File: src/rtl/branch_pkg.sv
// Shared types, opcode constants and control-word helpers for the LEGv8 branch sequencer.
package branch_pkg;

    typedef enum logic [1:0] {
        IDLE   = 2'd0,
        EVAL   = 2'd1,
        LINK   = 2'd2,
        BRANCH = 2'd3
    } state_t;

    typedef enum logic [2:0] {
        OP_B       = 3'd0,
        OP_BL      = 3'd1,
        OP_CBZ     = 3'd2,
        OP_CBNZ    = 3'd3,
        OP_BCOND   = 3'd4,
        OP_BR      = 3'd5,
        OP_ILLEGAL = 3'd6
    } op_t;

    localparam logic [5:0]  OPC_B     = 6'b000101;
    localparam logic [5:0]  OPC_BL    = 6'b100101;
    localparam logic [7:0]  OPC_CBZ   = 8'b10110100;
    localparam logic [7:0]  OPC_CBNZ  = 8'b10110101;
    localparam logic [7:0]  OPC_BCOND = 8'b01010100;
    localparam logic [10:0] OPC_BR    = 11'b11010110000;

    localparam logic [1:0] PSEL_HOLD     = 2'b00;
    localparam logic [1:0] PSEL_INC      = 2'b01;
    localparam logic [1:0] PSEL_REG      = 2'b10;
    localparam logic [1:0] PSEL_REL      = 2'b11;
    localparam logic [1:0] DSEL_PC_PLUS4 = 2'b10;
    localparam logic [4:0] FSEL_PASS_B   = 5'b00101;
    localparam logic [4:0] LINK_REG      = 5'd30;

    typedef struct packed {
        logic [1:0] psel;
        logic [4:0] da;
        logic [4:0] sa;
        logic [4:0] sb;
        logic [4:0] fsel;
        logic       reg_w;
        logic       ram_w;
        logic [1:0] dsel;
        logic       bsel;
        logic       pc_sel;
        logic       sl;
    } ctrl_word_t;

    localparam ctrl_word_t CW_NOP = ctrl_word_t'(29'd0);

    function automatic op_t decode_op(input logic [31:0] instr);
        op_t op;
        if (instr[31:26] == OPC_B) begin
            op = OP_B;
        end else if (instr[31:26] == OPC_BL) begin
            op = OP_BL;
        end else if (instr[31:24] == OPC_CBZ) begin
            op = OP_CBZ;
        end else if (instr[31:24] == OPC_CBNZ) begin
            op = OP_CBNZ;
        end else if (instr[31:24] == OPC_BCOND) begin
            op = OP_BCOND;
        end else if (instr[31:21] == OPC_BR) begin
            op = OP_BR;
        end else begin
            op = OP_ILLEGAL;
        end
        return op;
    endfunction

    // CB* routes Rt through the ALU so the zero flag reflects the live register value.
    function automatic ctrl_word_t cb_eval_word(input logic [4:0] rt);
        ctrl_word_t cw;
        cw      = CW_NOP;
        cw.sb   = rt;
        cw.fsel = FSEL_PASS_B;
        return cw;
    endfunction

    function automatic ctrl_word_t link_word();
        ctrl_word_t cw;
        cw       = CW_NOP;
        cw.da    = LINK_REG;
        cw.dsel  = DSEL_PC_PLUS4;
        cw.reg_w = 1'b1;
        return cw;
    endfunction

    function automatic ctrl_word_t branch_word(input op_t op, input logic taken, input logic [4:0] sa);
        ctrl_word_t cw;
        cw        = CW_NOP;
        cw.pc_sel = 1'b1;
        if (op == OP_ILLEGAL || !taken) begin
            cw.psel = PSEL_INC;
        end else if (op == OP_BR) begin
            cw.psel = PSEL_REG;
            cw.sa   = sa;
        end else begin
            cw.psel = PSEL_REL;
        end
        return cw;
    endfunction

endpackage

File: src/rtl/branch_seq_unit_cond_eval.sv
// Combinational B.cond evaluation of cond[3:0] against the latched {V,C,Z,N} flags.
module branch_cond_eval (
    input  logic [3:0] cond,
    input  logic [3:0] status,
    output logic       taken
);

    logic v_s, c_s, z_s, n_s;
    logic ge_s, gt_s, hi_s;

    assign {v_s, c_s, z_s, n_s} = status;
    assign ge_s = (n_s == v_s);
    assign gt_s = !z_s && ge_s;
    assign hi_s = c_s && !z_s;

    // Condition-code decode; AL and NV are both unconditionally taken.
    always_comb begin
        case (cond)
            4'h0:    taken = z_s;
            4'h1:    taken = !z_s;
            4'h2:    taken = c_s;
            4'h3:    taken = !c_s;
            4'h4:    taken = n_s;
            4'h5:    taken = !n_s;
            4'h6:    taken = v_s;
            4'h7:    taken = !v_s;
            4'h8:    taken = hi_s;
            4'h9:    taken = !hi_s;
            4'hA:    taken = ge_s;
            4'hB:    taken = !ge_s;
            4'hC:    taken = gt_s;
            4'hD:    taken = !gt_s;
            4'hE:    taken = 1'b1;
            4'hF:    taken = 1'b1;
            default: taken = 1'b0;
        endcase
    end

endmodule

File: src/rtl/branch_seq_unit.sv
// Multi-cycle LEGv8 branch sequencer (CBZ/CBNZ/B.cond/B/BL/BR) driving the datapath control word.
// Optional statistics counters are built only when BRANCH_STATS_EN is defined.
module branch_seq_unit
    import branch_pkg::*;
#(
    parameter int DATA_WIDTH = 64,
    parameter int CNT_WIDTH  = 16
) (
    input  logic                  clock,
    input  logic                  reset_n,
    input  logic                  start,
    input  logic [31:0]           instruction,
    input  logic [3:0]            status,
    input  logic                  alu_zero,
    input  logic                  stats_clr,
    output logic                  busy,
    output logic                  done,
    output logic                  branch_taken,
    output logic                  illegal,
    output logic [28:0]           controlWord,
    output logic [DATA_WIDTH-1:0] K,
    output logic [CNT_WIDTH-1:0]  taken_count,
    output logic [CNT_WIDTH-1:0]  not_taken_count
);

    state_t                state_r, state_next_s;
    op_t                   op_r, op_in_s;
    logic [3:0]            status_r, cond_r;
    logic [4:0]            sa_r;
    logic                  taken_r, taken_eval_s, cond_taken_s;
    logic                  accept_s;
    ctrl_word_t            cw_r, cw_next_s;
    logic [DATA_WIDTH-1:0] k_r, k_next_s, k_dec_s;
    logic                  busy_r, busy_next_s;
    logic                  done_r, done_next_s;
    logic                  taken_out_r, taken_out_next_s;
    logic                  illegal_r, illegal_next_s;

    assign op_in_s = decode_op(instruction);

    // Branch offset for the incoming instruction; captured into K as EVAL is entered.
    always_comb begin
        case (op_in_s)
            OP_B, OP_BL:
                k_dec_s = {{(DATA_WIDTH-26){instruction[25]}}, instruction[25:0]};
            OP_CBZ, OP_CBNZ, OP_BCOND:
                k_dec_s = {{(DATA_WIDTH-19){instruction[23]}}, instruction[23:5]};
            default:
                k_dec_s = {DATA_WIDTH{1'b0}};
        endcase
    end

    branch_cond_eval u_cond_eval (
        .cond   (cond_r),
        .status (status_r),
        .taken  (cond_taken_s)
    );

    // Branch resolution during EVAL; alu_zero carries the real Rt compare for CB*.
    always_comb begin
        case (op_r)
            OP_CBZ:             taken_eval_s = alu_zero;
            OP_CBNZ:            taken_eval_s = !alu_zero;
            OP_BCOND:           taken_eval_s = cond_taken_s;
            OP_B, OP_BL, OP_BR: taken_eval_s = 1'b1;
            default:            taken_eval_s = 1'b0;
        endcase
    end

    // Next-state and next-output logic; outputs are registered alongside the state they describe.
    always_comb begin
        state_next_s     = state_r;
        cw_next_s        = CW_NOP;
        k_next_s         = k_r;
        busy_next_s      = 1'b0;
        done_next_s      = 1'b0;
        taken_out_next_s = 1'b0;
        illegal_next_s   = 1'b0;
        accept_s         = 1'b0;
        case (state_r)
            IDLE: begin
                if (start) begin
                    accept_s     = 1'b1;
                    state_next_s = EVAL;
                    busy_next_s  = 1'b1;
                    k_next_s     = k_dec_s;
                    if (op_in_s == OP_CBZ || op_in_s == OP_CBNZ) begin
                        cw_next_s = cb_eval_word(instruction[4:0]);
                    end else begin
                        cw_next_s = CW_NOP;
                    end
                end else begin
                    k_next_s = {DATA_WIDTH{1'b0}};
                end
            end
            EVAL: begin
                busy_next_s = 1'b1;
                if (op_r == OP_BL) begin
                    state_next_s = LINK;
                    cw_next_s    = link_word();
                end else begin
                    state_next_s     = BRANCH;
                    done_next_s      = 1'b1;
                    taken_out_next_s = taken_eval_s;
                    illegal_next_s   = (op_r == OP_ILLEGAL);
                    cw_next_s        = branch_word(op_r, taken_eval_s, sa_r);
                end
            end
            LINK: begin
                state_next_s     = BRANCH;
                busy_next_s      = 1'b1;
                done_next_s      = 1'b1;
                taken_out_next_s = taken_r;
                cw_next_s        = branch_word(op_r, taken_r, sa_r);
            end
            BRANCH: begin
                state_next_s = IDLE;
                k_next_s     = {DATA_WIDTH{1'b0}};
            end
            default: begin
                state_next_s = IDLE;
                k_next_s     = {DATA_WIDTH{1'b0}};
            end
        endcase
    end

    // State register plus the instruction fields and flags latched on an accepted start.
    always_ff @(posedge clock or negedge reset_n) begin
        if (!reset_n) begin
            state_r  <= IDLE;
            op_r     <= OP_ILLEGAL;
            status_r <= 4'd0;
            cond_r   <= 4'd0;
            sa_r     <= 5'd0;
            taken_r  <= 1'b0;
        end else begin
            state_r <= state_next_s;
            if (accept_s) begin
                op_r     <= op_in_s;
                status_r <= status;
                cond_r   <= instruction[3:0];
                sa_r     <= instruction[9:5];
            end
            if (state_r == EVAL) begin
                taken_r <= taken_eval_s;
            end
        end
    end

    // Registered outputs; reset drops straight back to the NOP word.
    always_ff @(posedge clock or negedge reset_n) begin
        if (!reset_n) begin
            cw_r        <= CW_NOP;
            k_r         <= {DATA_WIDTH{1'b0}};
            busy_r      <= 1'b0;
            done_r      <= 1'b0;
            taken_out_r <= 1'b0;
            illegal_r   <= 1'b0;
        end else begin
            cw_r        <= cw_next_s;
            k_r         <= k_next_s;
            busy_r      <= busy_next_s;
            done_r      <= done_next_s;
            taken_out_r <= taken_out_next_s;
            illegal_r   <= illegal_next_s;
        end
    end

    assign controlWord  = cw_r;
    assign K            = k_r;
    assign busy         = busy_r;
    assign done         = done_r;
    assign branch_taken = taken_out_r;
    assign illegal      = illegal_r;

`ifdef BRANCH_STATS_EN
    logic [CNT_WIDTH-1:0] taken_cnt_r, not_taken_cnt_r;

    // Saturating outcome counters for legal branches; a clear in the same cycle wins.
    always_ff @(posedge clock or negedge reset_n) begin
        if (!reset_n) begin
            taken_cnt_r     <= {CNT_WIDTH{1'b0}};
            not_taken_cnt_r <= {CNT_WIDTH{1'b0}};
        end else if (stats_clr) begin
            taken_cnt_r     <= {CNT_WIDTH{1'b0}};
            not_taken_cnt_r <= {CNT_WIDTH{1'b0}};
        end else if (done_r && !illegal_r) begin
            if (taken_out_r) begin
                if (taken_cnt_r != {CNT_WIDTH{1'b1}}) begin
                    taken_cnt_r <= taken_cnt_r + {{(CNT_WIDTH-1){1'b0}}, 1'b1};
                end
            end else begin
                if (not_taken_cnt_r != {CNT_WIDTH{1'b1}}) begin
                    not_taken_cnt_r <= not_taken_cnt_r + {{(CNT_WIDTH-1){1'b0}}, 1'b1};
                end
            end
        end
    end

    assign taken_count     = taken_cnt_r;
    assign not_taken_count = not_taken_cnt_r;
`else
    logic unused_stats_clr_s;

    assign unused_stats_clr_s = stats_clr;
    assign taken_count        = {CNT_WIDTH{1'b0}};
    assign not_taken_count    = {CNT_WIDTH{1'b0}};
`endif

endmodule
File: config.mk
export PLATFORM = sky130hd
export DESIGN_NAME = branch_seq_unit
export DESIGN_NICKNAME = d
export VERILOG_FILES = /design/src/rtl/branch_pkg.sv /design/src/rtl/branch_seq_unit_cond_eval.sv /design/src/rtl/branch_seq_unit.sv
export SDC_FILE = /design/constraint.sdc
export NUM_CORES = 1
export LEC_CHECK = 0
export BUFFER_PORTS_ARGS = -buffer_cell sky130_fd_sc_hd__buf_2
export CELL_PAD_IN_SITES_DETAIL_PLACEMENT = 2
export CELL_PAD_IN_SITES_GLOBAL_PLACEMENT = 2
export CORE_MARGIN = 10
export CORE_UTILIZATION = 29
export CTS_CLUSTER_DIAMETER = 40
export DETAILED_ROUTE_END_ITERATION = 12
export HOLD_SLACK_MARGIN = 0.03
export PLACE_DENSITY_LB_ADDON = 0.1
export SYNTH_ARGS = -nofsm -noshare
export SYNTH_HDL_FRONTEND = slang
export SYNTH_SLANG_ARGS = --single-unit
export TNS_END_PERCENT = 50
File: constraint.sdc
create_clock -name clock -period 5.65 [get_ports clock]
set_input_delay 0.8475 -clock clock [delete_from_list [all_inputs] [get_ports clock]]
set_output_delay 0.8475 -clock clock [all_outputs]
set_load 0.05 [all_outputs]
==> results of run 1 <==
-- placed cells by master (no fill, tap or decap), types with 4 or more instances in the layout --
cell type / instances
nand3b_1: 4
buf_2: 128
nand2_1: 37
clkbuf_16: 9
a22oi_1: 18
nor2_1: 11
a21oi_1: 17
ha_1: 6
o211ai_1: 4
conb_1: 40
mux2_2: 13
dfrtp_1: 62
buf_4: 4
and2_1: 11
o21ai_0: 16
o21ai_1: 16
inv_1: 6
-- per-layer routing --
layer	track usage (%)	part of all wire [%]	vias up
met5	0	0.061	-
met3	5.79	7.1	9
met2	23.4	53	73
li1	-	-	1282
met4	2.63	0.50	2
met1	13.9	40	1337
-- state kept, by name, indices dropped and copies added, names as in the netlist, 2 cells and up --
register and cells:
status_r 4, state_r 2, op_r 3, cond_r 4, controlWord 15, sa_r 5
K 26
-- stage by stage --
stage	std cells	utilization, %	hold slack, ns	power [mW]	instance area [um^2]
CTS	619	34.8	0.482	2.06	4200
global route	619	34.8	0.483	2.16	4200
floorplan	404	-	0.447	1.26	3730
detailed placement	603	32.2	0.469	1.44	3880
global placement	603	32.2	0.456	1.42	3880
finish	619	34.8	0.480	2.02	4200
-- cells in the mapped netlist, types with 2 or more instances --
library cell  number  area share, %
a21oi_1           17            2.4
nor2_1            11            1.2
ha_1               6            2.1
a22oi_1           18            3.8
nor4b_1            3           0.73
o21ai_1           16            2.2
xnor2_1            2           0.49
nand2_1           37            3.9
nor3_1             3           0.42
dfrtp_1           62             43
mux2_2            13            4.1
nand3b_1           4           0.84
dfstp_2            2            1.5
and2_1            11            1.9
nand2b_1           2           0.35
nor2b_1            3           0.52
a32oi_1            3           0.73
o211ai_1           4           0.84
o21ai_0           16            2.2
nor3b_1            2           0.42
buf_4             86             18
or3_1              2           0.35
inv_1              6           0.63
clkbuf_1          11            1.2
xor2_1             3           0.73
-- worst min-delay path by stage --
stage | start | slack, ns | to | depth (start not counted)
6_report | sa_r[2] | 0.48 | controlWord[19] | 1
5_1_grt | sa_r[0] | 0.48 | controlWord[17] | 1
4_1_cts | sa_r[4] | 0.48 | controlWord[21] | 1
3_5_place_dp | sa_r[4] | 0.47 | controlWord[21] | 1
3_3_place_gp | sa_r[1] | 0.46 | controlWord[18] | 1
2_1_floorplan | sa_r[0] | 0.45 | controlWord[17] | 1
-- area by class of cell --
type                       instances  area [um^2]  share of cell area [%]
timing repair buffer             132          671                    16.0
clock inverter                     3         65.1                    1.55
multi-input combinational        233         1370                    32.7
inverter                           6         22.5                   0.537
sequential                        64         1600                    38.2
tap                              168          210                    5.01
clock buffer                      13          250                    5.96
-- logic make-up (layout without fill, tap and decap cells) --
kind of cell,after synthesis,count (layout),synth area share (%)
AOI/OAI and AO/OA,83,83,14.3
xor gates and xnor gates,5,5,1.22
adders and majority gates,6,6,2.09
buffers and inverters,107,154,21.0
DFF,64,64,44.7
muxes,14,14,4.36
other,1,40,0.105
and+or+nand+nor,85,85,12.1
-- power by group --
group	internal [mW]	switching, mW
clock network	0.398	0.198
registers	0.562	0.0986
logic	0.225	0.537
total	1.18	0.833
==> results.json, run 1 <==
{
  "antenna_cells": 0,
  "min_period_ns": 2.71,
  "grt_pass1_vias": 3140,
  "die-height_um": 131,
  "die_area_um2": 17200,
  "overflow": 0,
  "grt_max_degree": 65,
  "fmax_ghz": 0.369,
  "ys_seq_elements": 64,
  "synthFlopType": "dfrtp_1",
  "cts_buffers": 9,
  "worst_slack_ns": 2.94,
  "die_w_um": 131,
  "syn2layout_area_growth_pct": 17.1,
  "core-area_um2": 12100,
  "nNetsFinal": 493,
  "relSlewSlack_pct": 41.6,
  "io_pins": 170,
  "port_buffers": 128,
  "cts_hold_buf": 0,
  "r2r_start": "state_r[1]",
  "worstPathMaxFanout": 13,
  "r2r_end": "controlWord[14]",
  "required_ns": 5.90,
  "h-tree-depth": 3,
  "hold_class": "flip-flop to flip-flop",
  "dp_hpwl_mm": 8.61,
  "clk_transition_reported_paths_ns": 0.05,
  "worst_slew_pin_slew_ns": 0.874,
  "vdd_drop_max_uv": 164,
  "clock_latency_ns": 0.33,
  "antenna_found_initial": 1,
  "initial_utilization_pct": 29.7,
  "worstSetupPathDepth": 7,
  "ys_async_sr_fraction_pct": 100,
  "synth_edf_count": 0,
  "cp_cell_sequence": "buf_2 > or4b_1 > a211oi_2 > buf_4 > and2_1 > a21oi_1 > o21ai_1",
  "post_cts_resized": 0,
  "cts_tree": "yes",
  "drive_above_1_share_pct": 36.4,
  "wire_per_inst_um": 18.5,
  "netlist_area_um2": 3580,
  "p_leak_nw": 2.19,
  "critPathCaptureType": "flip-flop",
  "drv_cap": 0,
  "fin_crit_sh_pct": 47.9,
  "seq_area_frac_synth_pct": 44.7,
  "setup_tns_ns": 0,
  "synth_cells": 365,
  "track_usage_pct": 13.1,
  "outcome": "complete, no violations",
  "cts_buffer_depth": 2,
  "rows": 40,
  "rr_worst_depth": 5,
  "dr_total_vias": 2703,
  "maxSlewViolCount": 0,
  "ff2ff_setup_slack_ns": 3.40,
  "fillers": 1354,
  "cp_top_family": "simple AND/OR/NAND/NOR gates",
  "power_density_nw_per_um2": 481,
  "skew_ns": 0.00748,
  "first_iter_violations": 109,
  "crit_type": "input port to flip-flop",
  "critical_path.startpoint": "instruction[24]",
  "first_pass_iters": 4,
  "vias_per_cell": 4.37,
  "synth_warnings": 0,
  "cp_slowest_cell": "a211oi_2",
  "hold_viol": 0,
  "worst-path-buf-inv": 2,
  "drc_errors": 0,
  "place_congestion": 0.701,
  "worstSetupStartpointType": "input port",
  "synth_cell_types": 47,
  "cts-root-buf": "clkbuf_16",
  "rsz0062_at_grt": "no",
  "routed_wl_mm": 11.5,
  "antenna_left": 0,
  "post_cts_buffers": 0,
  "cts.sinks": 64,
  "crit_arrival_ns": 2.96,
  "finalSetupViolCount": 0,
  "dp_slack_ns": 2.62,
  "crit_path_max_incr_delay_ns": 0.58,
  "grt_pass1_wl_mm": 18.3,
  "avgSynthCellArea_um2": 9.82,
  "endpoint": "K[19]"
}
Note: power is estimated with default switching activity, not from simulation.
==> inputs of run 2 (changes only) <==
--- a/config.mk
+++ b/config.mk
@@ -5,11 +5,12 @@
 export SDC_FILE = /design/constraint.sdc
 export NUM_CORES = 1
 export LEC_CHECK = 0
+export ABC_AREA = 1
 export BUFFER_PORTS_ARGS = -buffer_cell sky130_fd_sc_hd__buf_2
 export CELL_PAD_IN_SITES_DETAIL_PLACEMENT = 2
 export CELL_PAD_IN_SITES_GLOBAL_PLACEMENT = 2
 export CORE_MARGIN = 10
-export CORE_UTILIZATION = 29
+export CORE_UTILIZATION = 23
 export CTS_CLUSTER_DIAMETER = 40
 export DETAILED_ROUTE_END_ITERATION = 12
 export HOLD_SLACK_MARGIN = 0.03
==> constraint.sdc (replaced) <==
create_clock -name clock -period 2.4 [get_ports clock]
set_input_delay 0.36 -clock clock [delete_from_list [all_inputs] [get_ports clock]]
set_output_delay 0.36 -clock clock [all_outputs]
set_load 0.05 [all_outputs]
==> run 2 against run 1 <==
  * Sequential share of layout area fell by 2.0 points
  * Count of clock-buffer cells in the layout rose by 1
  * Critical endpoint is now K[3]
  * Sequential cell count did not move
  * Setup slack got worse by 2.5 ns
  * Combinational power rose by 140%
  * Largest power group unchanged
==> results.json, run 2 <==
{
  "outcome": "complete, no violations",
  "netlist_area_um2": 3700,
  "layout_commonest_cell": "buf_2",
  "ys_seq_elements": 64,
  "ys_async_sr_fraction_pct": 100,
  "rows": 46,
  "cts_buffers": 9,
  "cts_tree": "yes",
  "required_ns": 2.64,
  "fin_crit_sh_pct": 79.7,
  "port_buffers": 128,
  "first_pass_iters": 4,
  "grt_max_degree": 65,
  "crit_type": "flip-flop to flip-flop",
  "final_cell_count_no_fill": 746,
  "fmax_ghz": 0.523,
  "syn2layout_area_growth_pct": 19.8,
  "hold_viol": 0,
  "worstPathMaxFanout": 25,
  "mostFrequentLayoutCells": "128 x buf_2, 95 x nand2_1, 62 x dfrtp_1",
  "yosys.cell_count.top_type": "nand2_1",
  "clk_transition_reported_paths_ns": 0.05,
  "worst_slew_pin_slew_ns": 0.851,
  "power_mw": 4.81,
  "cts-root-buf": "clkbuf_16",
  "h-tree-depth": 3,
  "cts.sinks": 64,
  "grt_pass1_vias": 3520,
  "critPathCaptureType": "flip-flop",
  "routed_wl_mm": 13.0,
  "swShare_pct": 43.3,
  "hold_class": "input port to async pin",
  "avgSynthCellArea_um2": 8.40,
  "crit_top_cell": "inv_1",
  "track_usage_pct": 12.1,
  "clock_power_share_pct": 30.8,
  "synth_area_leader_cell": "dfrtp_1",
  "internal-power_mw": 2.73,
  "worst-path-buf-inv": 2,
  "skew_ns": 0.00447,
  "crit_path_max_incr_delay_ns": 0.42,
  "power_density_nw_per_um2": 1090,
  "core-area_um2": 15800,
  "largest_reg_flops": 26,
  "comb_power_share_pct": 38.3,
  "post_cts_resized": 0,
  "antenna_found_initial": 0,
  "place_congestion": 0.741,
  "synth_cell_types": 35,
  "vias_per_cell": 4.17,
  "synth_cells": 440,
  "post_cts_buffers": 0,
  "final_area_um2": 4430,
  "finalSetupViolCount": 0,
  "antenna_cells": 0,
  "io_pins": 170,
  "p_seq_share_pct": 30.9,
  "vdd_drop_max_uv": 429,
  "cp_top_family": "buffers and inverters",
  "die_w_um": 147,
  "place_area_um2": 4090,
  "switchingPower_mw": 2.09,
  "die_area_um2": 21500,
  "cts_buffer_depth": 2,
  "multi_input_area_um2": 1410,
  "synthFlopType": "dfrtp_1",
  "seq_area_um2": 1600,
  "fillers": 1875,
  "initial_utilization_pct": 23.4,
  "drc_errors": 0,
  "rsz0062_at_grt": "no",
  "cp_cell_sequence": "inv_1 > ha_1 > nor3_1 > inv_1 > o21ai_0",
  "drv_cap": 0,
  "worstSetupStartpointType": "flip-flop",
  "maxSlewViolCount": 0,
  "synth_edf_count": 0,
  "relSlewSlack_pct": 43.2,
  "grt_pass1_wl_mm": 20.5,
  "crit_arrival_ns": 2.15,
  "clock_latency_ns": 0.34,
  "synthTopCellsByArea": "dfrtp_1 42%, buf_4 17%, nand2_1 9.6%",
  "dr_total_vias": 3112,
  "synth_warnings": 0,
  "p_leak_nw": 2.37,
  "die-height_um": 147,
  "dp_hpwl_mm": 9.98,
  "synth_top_area_share_pct": 42.0,
  "placed_cells_incl_taps": 730,
  "nNetsFinal": 572,
  "cts_hold_buf": 0,
  "seq_area_frac_synth_pct": 43.4,
  "wire_per_inst_um": 17.4,
  "overflow": 0,
  "drive_above_1_share_pct": 30.0,
  "first_iter_violations": 126,
  "cp_slowest_cell": "dfrtp_1",
  "worst_slack_ns": 0.486,
  "min_period_ns": 1.91,
  "setup_tns_ns": 0,
  "antenna_left": 0,
  "dp_slack_ns": 0.456,
  "yosys-top-cells-count": "95 x nand2_1, 84 x buf_4, 62 x dfrtp_1, 29 x inv_1, 25 x nor2_1"
}
run 2: cell count changes after synthesis, sizes merged, moves of 5 or more:
cell	previous run	this run
nor2	11	26
nand2	37	96
mux2	13	0
inv	6	31
nand3	1	23
nand4	1	8
o21ai	32	37
and2	11	0
run 2: worst paths after layout:
check	start	endpoint	slack [ns]	cells past startpoint
max in group asynchronous	reset_n	op_r[2]	2.02	2
min in group clock	status[2]	status_r[2]	0.24	3
setup / recovery	state_r[0]	K[3]	0.49	5
hold / removal	reset_n	K[6]	0.03	2
hold reg to reg	K[23]	K[23]	0.48	2
setup reg to reg	state_r[0]	K[3]	0.49	5
run 2: metal layers:
| metal | vias up | wire length, um | GRT usage (%) |
|---|---|---|---|
| li1 | 1477 | - | - |
| met1 | 1501 | 5680 | 14.8 |
| met2 | 125 | 5820 | 18.9 |
| met3 | 9 | 1320 | 5.50 |
| met4 | 0 | 127 | 3.00 |
| met5 | - | 0 | 0 |
run 2: layout make-up:
class                      instances  area share (%)
sequential                        64            36.2
multi-input combinational        285            31.8
timing repair buffer             133            15.6
clock buffer                      14            6.19
tap                              216            6.11
inverter                          32            2.71
clock inverter                     2            1.36
run 2: kinds of logic after synthesis:
group	count (synthesis)	share of synthesized area [%]
AOI/OAI and AO/OA	76	12.2
xor gates and xnor gates	1	0.237
adders and majority gates	6	2.03
buffers and inverters	130	22.5
DFF	64	43.4
other	1	0.101
and+or+nand+nor	162	19.5
run 2: worst reg2reg max path, stage by stage (launching register included):
cell and delay [ns]:
dfrtp_1 0.42, inv_1 0.11, ha_1 0.31, nor3_1 0.25
inv_1 0.42, o21ai_0 0.31
run 2: per-stage QoR:
stage               utilization [%]  hold WS (ns)
floorplan                         -        0.0644
global placement               25.9         0.417
detailed placement             25.9         0.422
CTS                            28.0        0.0604
global route                   28.0        0.0610
finish                         28.0        0.0326
run 2: power by group through the flow:
stage / clock network, mW / logic [mW] / registers (mW)
after floorplan: 0 / 1.21 / 1.68
after global placement: 0 / 1.86 / 1.50
after detailed placement: 0 / 1.89 / 1.51
after CTS: 1.52 / 1.90 / 1.50
after global routing: 1.58 / 2.08 / 1.53
final: 1.48 / 1.84 / 1.49
